==> src/rtl/nibble_serial_adder.sv <==
// Serial wide adder: one 4-bit slice per clock through a single full_adder,
// ripple carry registered between slices, start/busy/done handshake.

module full_adder (
    input  logic [3:0] x,
    input  logic [3:0] y,
    input  logic       cin,
    output logic [3:0] z,
    output logic       cout
);
    assign {cout, z} = 5'(x) + 5'(y) + 5'(cin);
endmodule

module nibble_serial_adder #(
    parameter int unsigned NIBBLES = 4
) (
    input  logic                   clk,
    input  logic                   rst,
    input  logic                   start,
    input  logic [4*NIBBLES-1:0]   a,
    input  logic [4*NIBBLES-1:0]   b,
    input  logic                   cin,
    output logic                   busy,
    output logic                   done,
    output logic [4*NIBBLES-1:0]   sum,
    output logic                   cout
);
    localparam int unsigned W  = 4 * NIBBLES;
    localparam int unsigned CW = $clog2(NIBBLES);

    typedef enum logic [1:0] {
        S_IDLE = 2'd0,
        S_RUN  = 2'd1,
        S_DONE = 2'd2
    } state_t;

    state_t         state_q, state_d;
    logic [W-1:0]   a_q, a_d;
    logic [W-1:0]   b_q, b_d;
    logic           carry_q, carry_d;
    logic [CW-1:0]  cnt_q, cnt_d;
    logic [W-1:0]   acc_q, acc_d;
    logic [W-1:0]   sum_q, sum_d;
    logic           cout_q, cout_d;
    logic           busy_q, busy_d;
    logic           done_q, done_d;

    logic [3:0]     fa_z;
    logic           fa_cout;
    logic [W-1:0]   acc_shift;

    full_adder u_fa (a_q[3:0], b_q[3:0], carry_q, fa_z, fa_cout);

    // New slice enters at the top so the last slice lands in the MSBs.
    assign acc_shift = {fa_z, acc_q[W-1:4]};

    always_comb begin
        state_d = state_q;
        a_d     = a_q;
        b_d     = b_q;
        carry_d = carry_q;
        cnt_d   = cnt_q;
        acc_d   = acc_q;
        sum_d   = sum_q;
        cout_d  = cout_q;
        busy_d  = 1'b0;
        done_d  = 1'b0;
        case (state_q)
            S_IDLE: begin
                if (start) begin
                    a_d     = a;
                    b_d     = b;
                    carry_d = cin;
                    cnt_d   = '0;
                    acc_d   = '0;
                    busy_d  = 1'b1;
                    state_d = S_RUN;
                end
            end
            S_RUN: begin
                acc_d   = acc_shift;
                carry_d = fa_cout;
                a_d     = a_q >> 4;
                b_d     = b_q >> 4;
                if (cnt_q == CW'(NIBBLES - 1)) begin
                    sum_d   = acc_shift;
                    cout_d  = fa_cout;
                    done_d  = 1'b1;
                    state_d = S_DONE;
                end else begin
                    cnt_d  = cnt_q + CW'(1);
                    busy_d = 1'b1;
                end
            end
            S_DONE: begin
                state_d = S_IDLE;
            end
            default: begin
                state_d = S_IDLE;
            end
        endcase
    end

    always_ff @(posedge clk) begin
        if (rst) begin
            state_q <= S_IDLE;
            a_q     <= '0;
            b_q     <= '0;
            carry_q <= 1'b0;
            cnt_q   <= '0;
            acc_q   <= '0;
            sum_q   <= '0;
            cout_q  <= 1'b0;
            busy_q  <= 1'b0;
            done_q  <= 1'b0;
        end else begin
            state_q <= state_d;
            a_q     <= a_d;
            b_q     <= b_d;
            carry_q <= carry_d;
            cnt_q   <= cnt_d;
            acc_q   <= acc_d;
            sum_q   <= sum_d;
            cout_q  <= cout_d;
            busy_q  <= busy_d;
            done_q  <= done_d;
        end
    end

    assign busy = busy_q;
    assign done = done_q;
    assign sum  = sum_q;
    assign cout = cout_q;

endmodule

==> config.mk <==
export PLATFORM = sky130hd
export DESIGN_NAME = nibble_serial_adder
export DESIGN_NICKNAME = d
export VERILOG_FILES = /design/src/rtl/nibble_serial_adder.sv
export SDC_FILE = /design/constraint.sdc
export NUM_CORES = 1
export LEC_CHECK = 0
export CORE_ASPECT_RATIO = 1.5
export CORE_UTILIZATION = 62
export DETAILED_ROUTE_END_ITERATION = 10
export DONT_BUFFER_PORTS = 1
export MAX_ROUTING_LAYER = met4
export PLACE_DENSITY_LB_ADDON = 0.1
export SYNTH_ARGS = -nofsm -noshare
export SYNTH_HDL_FRONTEND = slang
export SYNTH_SLANG_ARGS = --single-unit
==> constraint.sdc <==
create_clock -name clk -period 2.1 [get_ports clk]
set_input_delay 0.42 -clock clk [delete_from_list [all_inputs] [get_ports clk]]
set_output_delay 0.42 -clock clk [all_outputs]
set_load 0.005 [all_outputs]
==> out/summary.txt, run 1 <==
Status: finished clean
Area growth, synth to finish: 8.805%
Reg2Reg Launch Point: a_q[0]
CTS sink count: 68
Setup crit start kind: register
Tot Pwr: 2.981 mW
Total die area: 0.005030 mm2
Lkg Pwr: 1.171 nW
Routing usage on met2: 41.59%
Share of cells above drive strength 1: 15.97%
Layout Nets: 350
Worst Hold Path EP: sum[12]
Htree depth: 3
Post-DR wirelength/cell: 15.35 um
Final Instance Count excl. Fillers: 377
DIE WIDTH: 58.24 um
Boundary Pins: 55
Slew Limit Fails: 0
Final setup TNS: 0 ps
Most common cell after layout, fill and taps aside: dfxtp_1
Total GRT Usage: 26.14%
DRT iter0 DRCs: 111
First-pass GRT wire length: 9639 um
Fmax: 539.7 MHz
Hold wc startpoint: rst
M1 GR Usage: 30.92%
Commonest non-fill, non-tap cells in the layout: dfxtp_1, nor2_1, nand2_1
Core Box Area: 0.004542 mm2
Post-synthesis cell area: 0.002942 mm2
Cell count after synthesis: 315
GR Util met3: 6.567%
Reg-to-Reg End: carry_q
Max clock buf depth: 2
Crit path required time: 2330 ps
Final setup vio count: 0
Synth cell types: 39
Max VDD drop: 0.5690 mV
Initial antenna violation count: 0
Critical Path AT: 2080 ps
Root buffer cell: clkbuf_8
Placed cells: 361
# rows: 30
Setup WS post-layout: 247.1 ps
Reg clk slew, reported paths: 80 ps
Crit. End Element: register
Hold_buf cts: 0
Tightest Hold Check Type: in -> reg
CP Cell Sequence: fa_1, fa_1, a21o_1, a21oi_1, o311ai_1
Reg2reg path depth: 5
CTS tree: built
DP HPWL: 3848 um
RSZ-0062 raised after global routing: false
Reg2reg setup slack: 250 ps
Slew @ Worst Pin: 517.1 ps
Slowest Stage Delay on Critical Path: 460 ps
Fin Clk Skew: 10.24 ps
Worst path most repeated cell: fa_1
Clk Latency, worst-skew pair: 350 ps
Syn Nets: 357
Die H: 86.36 um
Global routing's busiest layer: met2
CTS Buf Count: 9
Final GP Congestion: 0.8190
Hold Path Depth: 1
DRT antenna net count: 0
Hold Vio Cnt, Final: 0
Power density cells: 931.4 mW/mm2
Register area share after synthesis: 46.28%
Largest net degree at the start of global routing: 74
Syn_area_per_cell: 9.338 um2
Via Count: 2187
Worst path slowest cell: fa_1
Vias in the first global route: 2076
Total wire length: 5788 um
Port Buffers: 0
Flops & latches, synth: 68
Place WS: 294.3 ps
Starting Density: 64.77%
Min cycle time layout: 1853 ps
DR vias/cell: 5.801
Grt ovf: 0
# DRC: 0
Max-cap viol count: 0
Maximum fanout along the worst path: 2
Total of cells resized after clock tree synthesis: 0
Critical path class: reg -> reg
N_diodes: 0
Pre-Repair DR Iteration Count: 4
Final period utilization: 88.23%
Synth warnings: 0
Post-CTS setup buffer count: 0
Rel. slew slack: 65.48%
[Yosys cell counts (all sizes together)]
cell type	instances	area, um2
nand2b	2	12.51
o21ai	5	25.02
o21bai	1	11.26
a21o	1	7.510
xnor2	1	8.760
fa	2	40.04
dfxtp	68	1361
a2111o	2	22.52
o22ai	17	168.9
nor3b	2	20.02
o2bb2ai	8	70.07
nor3	1	5.000
nand3	3	15.01
a22oi	15	112.6
a21oi	21	105.1
nor2	50	187.7
nor2b	6	37.54
nand4b	1	8.760
nand4	2	12.51
ha	4	50.05
clkbuf	3	11.26
nand2	33	123.9
buf	25	156.4
o21ba	1	10.01
nand3b	4	33.78
a211oi	28	260.3
o311ai	1	8.760
and3b	4	35.03
inv	2	7.500
and2	2	12.51
[how the worst max path moves through the flow]
| stage | slack (ps) | from | end |
|---|---|---|---|
| detailed placement | 290 | a_q[0] | carry_q |
| CTS | 240 | a_q[0] | carry_q |
| global route | 180 | a_q[0] | carry_q |
| floorplan | 390 | a_q[0] | carry_q |
| global placement | 330 | a_q[0] | carry_q |
| finish | 250 | a_q[0] | carry_q |
[critical path, delay by kind of cell (launching register included)]
family / cells / cell delay [ps]
adder cells (fa/ha/maj): 2 / 870
flip-flops: 1 / 330
AO/OA/AOI/OAI: 3 / 530
[cell families (layout without fill, tap and decap cells)]
logic type | Yosys count | in the layout | share of synthesized area, %
compound gates | 100 | 100 | 27.27
xor+xnor | 1 | 1 | 0.2978
fa+ha+maj | 6 | 6 | 3.063
buf+inv | 30 | 28 | 5.955
flops | 68 | 68 | 46.28
simple gates | 110 | 110 | 17.14
[cell type report]
cell class | instances | area, um2
multi-input cells | 217 | 1405
inverters | 2 | 7.507
repair buffers | 10 | 100.1
clock buffers | 9 | 123.9
clock inverters | 7 | 122.6
well taps | 64 | 80.08
fillers | 359 | 1341
flip-flops and latches | 68 | 1361
[power breakdown]
group / switching (mW) / internal [mW]
logic: 0.137 / 0.132
clock network: 0.518 / 0.794
registers: 0.0474 / 1.35
total: 0.702 / 2.28
[per-stage QoR]
step	hold WS, ps	util, %	instance area [um2]
after floorplan	432.3	-	2942
after global placement	432.9	65.04	2954
after detailed placement	441.9	65.04	2954
after CTS	113.7	70.47	3201
after global routing	100.8	70.47	3201
final	126.1	70.47	3201
[sequential cells by signal (all words and copies together), names as in the netlist]
| register | cells |
|---|---|
| a_q | 16 |
| b_q | 16 |
| sum | 16 |
| acc_q | 12 |
| cnt_q | 2 |
| state_q | 2 |
| busy | 1 |
| carry_q | 1 |
| cout | 1 |
| done | 1 |
[routing by layer]
layer,wire length [um],up-vias
met1,2477,1026
li1,-,1113
met5,0,-
met4,125,0
met3,186,10
met2,2998,38
Note: power is estimated with default switching activity, not from simulation.
==> run 2: changes to the inputs <==
--- a/config.mk
+++ b/config.mk
@@ -7,6 +7,7 @@
 export LEC_CHECK = 0
 export CORE_ASPECT_RATIO = 1.5
 export CORE_UTILIZATION = 62
+export CTS_CLUSTER_DIAMETER = 40
 export DETAILED_ROUTE_END_ITERATION = 10
 export DONT_BUFFER_PORTS = 1
 export MAX_ROUTING_LAYER = met4
==> results of run 2 <==
The final DEF is identical to that of run 1; final timing and power are the same.
==> RTL edit (settings of run 2) <==
Encoding of `state_t`: now one-hot (3 bits for 3 states).
--- a/src/rtl/nibble_serial_adder.sv
+++ b/src/rtl/nibble_serial_adder.sv
@@ -28,10 +28,10 @@
     localparam int unsigned W  = 4 * NIBBLES;
     localparam int unsigned CW = $clog2(NIBBLES);
 
-    typedef enum logic [1:0] {
-        S_IDLE = 2'd0,
-        S_RUN  = 2'd1,
-        S_DONE = 2'd2
+    typedef enum logic [2:0] {
+        S_IDLE = 3'b001,
+        S_RUN  = 3'b010,
+        S_DONE = 3'b100
     } state_t;
 
     state_t         state_q, state_d;
Check against the original RTL: no difference found for any inputs over 10 cycles, from zero or initial values and one cycle with rst high; not proved beyond that.
==> RTL edit against run 2 <==
Count of clock-buffer cells in the layout grew 2. Clock skew fell by 0.0043 ns. Final area fell by 8.2%. Worst hold slack gained 0.019 ns. Die area shrank 6.9%. Sequential share of layout area is 4.5 points higher. Synthesized cell count increased by 1.9%. Synthesized area decreased by 7.1%. Sequential cell count rose by 1. Total power decreased by 13%. Routed wire length down 3.4%. Worst setup slack better by 0.015 ns.
==> RTL edit: results (changes against run 2) <==
| Metric | Value |
|---|---|
| Status | `finished clean` |
| Vias post-DR | `2236 (+2.2%)` |
| Initial DRC Count | `128 (+15%)` |
| Hold path start | `rst` |
| Hold Path End | `b_q[13]$_SDFFE_PP0P_` |
| Worst Clk Skew | `0.005954 ns (-0.004282 ns)` |
| Pre-CTS WS | `0.2617 ns (-0.03260 ns)` |
| Mean Syn Cell Area | `8.517 sq um (-8.8%)` |
| Antenna violations before repair | `0 (unchanged)` |
| Pin count of the biggest net entering global routing | `66 (-11%)` |
| Clock Latency Late Sink | `0.34 ns` |
| Worst vdd ir | `0.8627 mV (+52%)` |
| Cell total after placement | `345 (-4.4%)` |
| GR Util All Layers | `0.2606 (-0.0007721)` |
| Met3 Use GR | `0.05763 (-0.008039)` |
| GPL Wtd Cong | `0.8684 (+6.0%)` |
| Hold Path Class | `in2reg` |
| Detail Placement HPWL | `3405 um (-12%)` |
| DRT Wirelength | `5590 um (-3.4%)` |
| Vias in the first global route | `2018 (-2.8%)` |
| Layout cell share with drive strength beyond 1 | `0.08571 (-0.07403)` |
| Post-synth cell types | `34 (-13%)` |
| Post-CTS Repair Setup Buffers | `0 (unchanged)` |
| Crit path largest cell delay | `0.48 ns (+0.02 ns)` |
| Leak pwr | `0.001020 uW (-13%)` |
| First-pass GRT wire length | `9349 um (-3.0%)` |
| Synth cell count leaders | `69 x dfxtp_1, 53 x nand2_1, 49 x a21oi_1` |
| Post-CTS sizing | `0 (unchanged)` |
| DR pass1 iterations | `4 (unchanged)` |
| Fillcell total | `364 (+1.4%)` |
| Port buffer count | `0 (unchanged)` |
| Vias per cell | `6.194 (+6.8%)` |
| Highest-delay cell along the critical path | `fa_1` |
| R2r endpoint | `carry_q$_SDFFE_PP0P_` |
| Met2 usage | `0.3788 (-0.03710)` |
| Met1 usage | `0.3337 (+0.02451)` |
| Synth Net Count | `363 (+1.7%)` |
| Hold depth | `1 (unchanged)` |
| Total number of yosys warnings | `0 (unchanged)` |
| Sequential-to-total area share from yosys stat | `0.5053 (+0.04248)` |
| Actual slew at the worst max-slew pin | `0.4859 ns (-0.03116 ns)` |
| Most used DFF post-synth | `dfxtp_1` |
| Worst-path fanout max | `3 (+1)` |
| H-tree levels | `3 (unchanged)` |
| Diodes inserted | `0 (unchanged)` |
| Min Hold Slack | `0.1447 ns (+0.01855 ns)` |
| CTS Root Cell | `clkbuf_8` |
| Clk pin slew, worst setup/hold paths | `0.07 ns` |
| Hold Fails Final Rpt | `0 (unchanged)` |
| Ranking of synthesized cells by area | `dfxtp_1 51%, a21oi_1 9.0%, nand2_1 7.3%` |
| Crit path DAT | `2.04 ns (-0.04 ns)` |
| FF-to-FF path depth | `5 (unchanged)` |
## RTL edit: cell types whose count changed in the layout (fill, tap and decap cells not counted), moves of 5 or more
cell	run 2	this run
nor2_1	50	7
a21oi_1	21	49
nand3_1	3	29
nor3_1	1	25
nand2_1	33	53
a211oi_1	18	2
a211oi_2	10	0
o22ai_2	10	0
o2bb2ai_1	8	0
o22ai_1	7	12
## RTL edit: cell type report
type | instances | area share
well taps | 46 | 0.01958
flip-flops and latches | 69 | 0.4700
clock buffers | 11 | 0.05151
inverters | 2 | 0.002554
multi-input cells | 221 | 0.4223
clock inverters | 5 | 0.01192
repair buffers | 7 | 0.02214
## RTL edit: metal layers
layer	routed length [um]	vias up	part of all wire
met3	234	16	0.042
li1	-	1120	-
met4	148	0	0.026
met5	0	-	0
met1	2460	1037	0.44
met2	2746	63	0.49
## RTL edit: through the flow
step                cell area, sq um    util
floorplan                       2734       -
CTS                             2939  0.6923
global route                    2939  0.6923
finish                          2939  0.6923
global placement                2753  0.6484
detailed placement              2753  0.6484
## RTL edit: how the worst max path moves through the flow
stage / from / to / slack, ns / cells past startpoint
finish: a_q[0]$_SDFFE_PP0P_ / carry_q$_SDFFE_PP0P_ / 0.26 / 5
global route: a_q[0]$_SDFFE_PP0P_ / carry_q$_SDFFE_PP0P_ / 0.17 / 5
CTS: a_q[0]$_SDFFE_PP0P_ / carry_q$_SDFFE_PP0P_ / 0.25 / 5
detailed placement: a_q[0]$_SDFFE_PP0P_ / carry_q$_SDFFE_PP0P_ / 0.26 / 5
global placement: a_q[0]$_SDFFE_PP0P_ / carry_q$_SDFFE_PP0P_ / 0.29 / 5
floorplan: a_q[0]$_SDFFE_PP0P_ / carry_q$_SDFFE_PP0P_ / 0.35 / 5
## RTL edit: worst max-delay path, delay by kind of cell (launching register included)
family / cells / cell delay, ns
DFF: 1 / 0.33
adders and majority gates: 2 / 0.90
AOI/OAI and AO/OA: 3 / 0.48
## RTL edit: cells by family after synthesis
logic type,count (synthesis),share of synthesized area
flops,69,0.5053
simple gates,129,0.2266
buf+inv,31,0.04668
fa+ha+maj,6,0.03295
compound gates,85,0.1854
xor+xnor,1,0.003204
## RTL edit: where the power goes
group,internal (uW),switching [uW],leakage [uW]
clock network,490,493,0.0000836
registers,1370,35.4,0.000562
logic,91.3,124,0.000374
total,1950,652,0.00102
